--- config.mk ---
export PLATFORM = sky130hd
export DESIGN_NAME = johnson_divider_monitor
export DESIGN_NICKNAME = d
export VERILOG_FILES = /design/src/rtl/johnson_mon_pkg.sv /design/src/rtl/sync_edge_detect.sv /design/src/rtl/johnson_divider_monitor.sv
export SDC_FILE = /design/constraint.sdc
export NUM_CORES = 1
export LEC_CHECK = 0
export ABC_CLOCK_PERIOD_IN_PS = 3100
export BUFFER_PORTS_ARGS = -buffer_cell sky130_fd_sc_hd__buf_4
export CAP_MARGIN = 0
export CORE_UTILIZATION = 56
export DETAILED_ROUTE_END_ITERATION = 7
export PLACE_DENSITY = 0.82
export SLEW_MARGIN = 20
export SYNTH_ARGS = -nofsm -noshare
export SYNTH_HDL_FRONTEND = slang
export SYNTH_SLANG_ARGS = --single-unit
--- constraint.sdc ---
create_clock -name clk -period 3.1 [get_ports clk]
set_input_delay 0.31 -clock clk [delete_from_list [all_inputs] [get_ports clk]]
set_output_delay 0.31 -clock clk [all_outputs]
set_load 0.03 [all_outputs]
--- src/rtl/johnson_mon_pkg.sv ---
// rtl/johnson_mon_pkg.sv - shared types and helpers for the Johnson divider monitor
package johnson_mon_pkg;

    typedef enum logic [1:0] {
        IDLE      = 2'd0,
        MEAS_HIGH = 2'd1,
        MEAS_LOW  = 2'd2
    } mon_state_t;

    function automatic int lock_cnt_width(input int lock_periods);
        return $clog2(lock_periods + 1);
    endfunction

endpackage

--- src/rtl/sync_edge_detect.sv ---
// rtl/sync_edge_detect.sv - two-stage sampler of the divided signal with rise/fall decode
module sync_edge_detect (
    input  logic clk,
    input  logic rst,
    input  logic sig_in,
    output logic rise,
    output logic fall
);

    logic s1;
    logic s2;

    always_ff @(posedge clk) begin
        if (rst) begin
            s1 <= 1'b0;
            s2 <= 1'b0;
        end else begin
            s1 <= sig_in;
            s2 <= s1;
        end
    end

    assign rise = s1 & ~s2;
    assign fall = ~s1 & s2;

endmodule

--- src/rtl/johnson_divider_monitor.sv ---
// rtl/johnson_divider_monitor.sv - phase/period checker for a Johnson-divided clock; JOHNSON_MON_DUTY_CHECK_EN enforces 50% duty
module johnson_divider_monitor #(
    parameter int EXPECTED_FLOPS = 5,
    parameter int CNT_W          = 8,
    parameter int LOCK_PERIODS   = 4
) (
    input  logic             clk,
    input  logic             rst,
    input  logic             sig_in,
    input  logic             err_clr,
    output logic [CNT_W-1:0] high_len,
    output logic [CNT_W-1:0] low_len,
    output logic [CNT_W:0]   period,
    output logic             period_valid,
    output logic             locked,
    output logic             err
);

    import johnson_mon_pkg::*;

    localparam int                LW         = lock_cnt_width(LOCK_PERIODS);
    localparam logic [CNT_W-1:0]  CNT_MAX    = '1;
    localparam logic [CNT_W:0]    EXP_PERIOD = (CNT_W + 1)'(2 * EXPECTED_FLOPS);
    localparam logic [LW-1:0]     LOCK_MAX   = LW'(LOCK_PERIODS);
`ifdef JOHNSON_MON_DUTY_CHECK_EN
    localparam logic [CNT_W-1:0]  EXP_PHASE  = CNT_W'(EXPECTED_FLOPS);
`endif

    logic             rise;
    logic             fall;
    logic [CNT_W-1:0] cnt;
    mon_state_t       state;
    logic [LW-1:0]    lock_cnt;
    logic [LW-1:0]    lock_next;
    logic [CNT_W:0]   period_calc;
    logic             pass;
    logic             timeout;
    logic             check_fire;
    logic             err_set;

    sync_edge_detect u_sync (
        .clk    (clk),
        .rst    (rst),
        .sig_in (sig_in),
        .rise   (rise),
        .fall   (fall)
    );

    // Phase counter restarts at 1 so it equals the number of samples at the new level.
    always_ff @(posedge clk) begin
        if (rst) begin
            cnt <= '0;
        end else if (rise || fall) begin
            cnt <= CNT_W'(1);
        end else if (cnt != CNT_MAX) begin
            cnt <= cnt + CNT_W'(1);
        end
    end

    always_comb begin
        period_calc = {1'b0, high_len} + {1'b0, cnt};
`ifdef JOHNSON_MON_DUTY_CHECK_EN
        pass        = (high_len == EXP_PHASE) && (cnt == EXP_PHASE);
`else
        pass        = (period_calc == EXP_PERIOD);
`endif
        timeout     = (state != IDLE) && (cnt == CNT_MAX) && !rise && !fall;
        check_fire  = (state == MEAS_LOW) && rise;
        err_set     = timeout || (check_fire && !pass);
        lock_next   = (lock_cnt == LOCK_MAX) ? LOCK_MAX : lock_cnt + LW'(1);
    end

    always_ff @(posedge clk) begin
        if (rst) begin
            state        <= IDLE;
            high_len     <= '0;
            low_len      <= '0;
            period       <= '0;
            period_valid <= 1'b0;
            locked       <= 1'b0;
            err          <= 1'b0;
            lock_cnt     <= '0;
        end else begin
            period_valid <= 1'b0;

            // A new error outranks a simultaneous clear.
            if (err_set) begin
                err <= 1'b1;
            end else if (err_clr) begin
                err <= 1'b0;
            end

            if (timeout) begin
                state    <= IDLE;
                lock_cnt <= '0;
                locked   <= 1'b0;
            end else begin
                case (state)
                    IDLE: begin
                        if (rise) begin
                            state <= MEAS_HIGH;
                        end
                    end
                    MEAS_HIGH: begin
                        if (fall) begin
                            high_len <= cnt;
                            state    <= MEAS_LOW;
                        end
                    end
                    MEAS_LOW: begin
                        if (rise) begin
                            low_len      <= cnt;
                            period       <= period_calc;
                            period_valid <= 1'b1;
                            state        <= MEAS_HIGH;
                            if (pass) begin
                                lock_cnt <= lock_next;
                                locked   <= (lock_next == LOCK_MAX);
                            end else begin
                                lock_cnt <= '0;
                                locked   <= 1'b0;
                            end
                        end
                    end
                    default: begin
                        state <= IDLE;
                    end
                endcase
            end
        end
    end

endmodule

==> summary.md <==
| Metric | Value |
|---|---|
| Largest family of logic cells by synthesized area | `simple AND/OR/NAND/NOR gates` |
| Core ar. | `0.003468 sq mm` |
| Worst Path Required | `3.27 ns` |
| Synth Instances | `257` |
| DR vias | `1942` |
| I/O pins | `32` |
| CTS tree | `done` |
| FP Rows | `21` |
| Compound-Gate Fraction of Synth Area | `19.09%` |
| Seq/Total Area, Yosys | `40.66%` |
| Synth Register Bits | `43` |
| Tmin final | `2.638 ns` |
| Hold_buf cts | `0` |
| Hold Path Sink | `u_sync.s1$_SDFF_PP0_` |
| IO Port Bufs | `31` |
| Main synth FF type | `dfxtp_1` |
| Htree depth | `2` |
| Die width | `63.49 um` |
| Layout Cells excl Fill | `332` |
| Vias in the first global route | `1798` |
| Die span in y | `63.49 um` |
| CP Max Fanout | `7` |
| Cells on Worst Hold Path | `2` |
| Tot Pwr | `1.030 mW` |
| Syn nets | `276` |
| GRT Util Overall | `25.25%` |
| Setup CP Type | `flip-flop to flip-flop` |
| Worst r2r src | `cnt[0]$_SDFFE_PP0P_` |
| Worst-skew pair later-pin latency | `0.29 ns` |
| EDFF count, synth | `0` |
| Synth area leader | `dfxtp_1` |
| Post-CTS sizing | `0` |
| Top post-synthesis cells by area | `dfxtp_1 41%, ha_1 8.3%, nand2_1 8.2%, a21oi_1 7.6%, nand3_1 4.0%` |
| Worst Hold Slack | `0.2280 ns` |
| Netlist Area Pre-Place | `0.002117 sq mm` |
| Clock Pin Slew Worst Setup and Hold Paths | `0.08 ns` |
| Reg2reg setup slack | `0.46 ns` |
| Area share of and/or/nand/nor cells after synthesis | `23.40%` |
| Slew headroom | `63.44%` |
| Async SR Flop Fraction | `0%` |
| FF/Latch Area | `860.8 sq um` |
| DRC errors left | `0` |
| Max incr delay on CP | `0.47 ns` |
| Final count of hold timing violations | `0` |
| Data arrival, critical path | `2.80 ns` |
| HP Class | `input port to flip-flop` |
| Most frequent cells after synthesis | `46 x nand2_1, 43 x dfxtp_1, 32 x a21oi_1, 21 x nor2_1, 17 x nand3_1` |
| Worst-Margin Slew | `0.5434 ns` |
| Routed wire per std cell | `13.85 um` |
| Power Density | `414.7 mW/mm^2` |
| Initial antenna violation count | `0` |
| Max cap viols | `0` |
| DRT iter0 DRCs | `113` |
| Post-Synth Adder-Cell Area | `9.220%` |
| Most frequent cell after synthesis | `nand2_1` |
| Crit. End Element | `flip-flop` |
| Critical Path Slowest Stage Cell | `or4_4` |
| Post-route antenna net violation count | `0` |
| Outcome | `finished, final reports clean` |
| Final Slew Violations | `0` |
| Max Fclk | `0.3791 GHz` |
| Critical-path cell list | `ha_1 -> fa_1 -> xor2_1 -> a2111oi_2 -> o211ai_1 -> or4_4 -> nor3b_2 -> nor3_1` |
| First-pass GRT wire length | `8031 um` |
| Drt via density | `5.849` |
| Initial core utilization | `61.04%` |
| Synth unique cells | `45` |
| Max VDD drop | `0.3366 mV` |
| Layout Utilization | `71.65%` |
| Hold Crit Start | `sig_in` |
| Yosys top cell area share | `40.66%` |
| Die ar. | `0.004030 sq mm` |
| Largest net degree at the start of global routing | `36` |
| Placed cell count | `325` |
| YS warnings | `0` |
| Dpl hpwl | `3275 um` |
| Crit path launch type | `flip-flop` |
| Final nets | `305` |
| Cts bufs inserted | `5` |
| Root Buffer | `clkbuf_8` |
| Fillers | `314` |
| First-pass DRT Iterations | `4` |
| Finish-stage setup viols | `0` |
| RSZ-0062 raised after global routing | `no` |
| Share of cells above drive strength 1 | `16.43%` |
| Fin Clk Skew | `0.008316 ns` |
| Worst R2R Path Depth | `8` |
| Antenna cells | `0` |
| Leak | `1.009 nW` |
| Wire length after detailed routing | `4598 um` |
| Layout area overhead | `17.38%` |
| Post-CTS Setup Inserts | `0` |
| Final Cycle Share | `85.08%` |
| GRT overflow | `0` |
| Setup TNS | `0 ns` |
| Post-synthesis mux area share | `0.4728%` |
| RD Place Congestion | `0.8433` |
| Multi-input combinational cell area | `0.001175 sq mm` |
| CTS max path bufs | `2` |
| FF-to-FF End | `err$_SDFFE_PP0P_` |
| Synthesized-area fraction occupied by xor and xnor cells | `3.310%` |
| Mean Syn Cell Area | `8.237 sq um` |
| Clock Sinks | `43` |
-- stage by stage --
step           instance area (sq um)  setup slack (ns)
2_1_floorplan                   2117            0.5565
3_3_place_gp                    2382            0.5632
3_5_place_dp                    2382            0.4911
4_1_cts                         2485            0.4797
5_1_grt                         2485            0.2520
6_report                        2485            0.4624
-- flip-flops by register name (all words and copies together) (netlist names), 2 cells and up --
register	count
cnt	8
lock_cnt	3
high_len	8
state	2
period	9
low_len	8
-- final cells by class --
type	count	area share [%]
Clock buffer	6	2.920
Tap cell	46	2.316
Clock inverter	1	1.208
Multi-Input combinational cell	193	47.28
Timing Repair Buffer	34	10.27
Sequential cell	43	34.64
Inverter	9	1.360
-- cell usage in the layout, fill, tap and decap left out, drive strengths merged, types with 2 or more instances in the layout --
cell type | Yosys | final
a211oi | 3 | 3
a21oi | 32 | 32
a31oi | 2 | 2
a41oi | 2 | 2
and3 | 3 | 3
buf | 2 | 34
clkbuf | 10 | 6
dfxtp | 43 | 43
ha | 14 | 14
inv | 9 | 9
nand2 | 46 | 46
nand2b | 3 | 3
nand3 | 17 | 17
nand4 | 2 | 2
nor2 | 21 | 21
nor2b | 3 | 3
nor3 | 4 | 4
nor3b | 2 | 2
nor4 | 2 | 2
o21a | 4 | 4
o21ai | 5 | 5
o21bai | 2 | 2
xnor2 | 2 | 2
xor2 | 6 | 6
-- where the power goes --
group / total (mW) / switching, mW / internal (mW)
clock network: 0.416 / 0.180 / 0.236
registers: 0.566 / 0.00837 / 0.557
logic: 0.0487 / 0.0306 / 0.0181
total: 1.03 / 0.219 / 0.812
-- metal layers --
metal	GRT usage [%]	routed length (um)	share of wire [%]	up-vias
li1	-	-	-	959
met1	32.25	2099	46	925
met2	42.29	2178	47	50
met3	4.529	250	5.4	8
met4	8.807	70	1.5	0
met5	0	0	0	-
-- worst max-delay path by stage --
stage | start | to | slack [ns]
final | cnt[0]$_SDFFE_PP0P_ | err$_SDFFE_PP0P_ | 0.46
after global routing | cnt[0]$_SDFFE_PP0P_ | lock_cnt[2]$_SDFFE_PP0P_ | 0.25
after CTS | cnt[0]$_SDFFE_PP0P_ | err$_SDFFE_PP0P_ | 0.48
after detailed placement | cnt[0]$_SDFFE_PP0P_ | err$_SDFFE_PP0P_ | 0.49
after global placement | cnt[0]$_SDFFE_PP0P_ | err$_SDFFE_PP0P_ | 0.56
after floorplan | high_len[0]$_SDFFE_PP0P_ | err$_SDFFE_PP0P_ | 0.56
-- cell families after synthesis --
logic type,Yosys count
XOR/XNOR,8
AND/OR/NAND/NOR,107
adder cells (fa/ha/maj),15
flip-flops,43
buffers and inverters,21
multiplexers,1
AO/OA/AOI/OAI,62
-- critical path, delay by kind of cell (launching register included) --
kind            cells  cell delay, ns
simple gates        3            0.73
fa+ha+maj           2            0.69
compound gates      2            0.51
flops               1            0.38
xor+xnor            1            0.20
(Power assumes the default switching activity.)
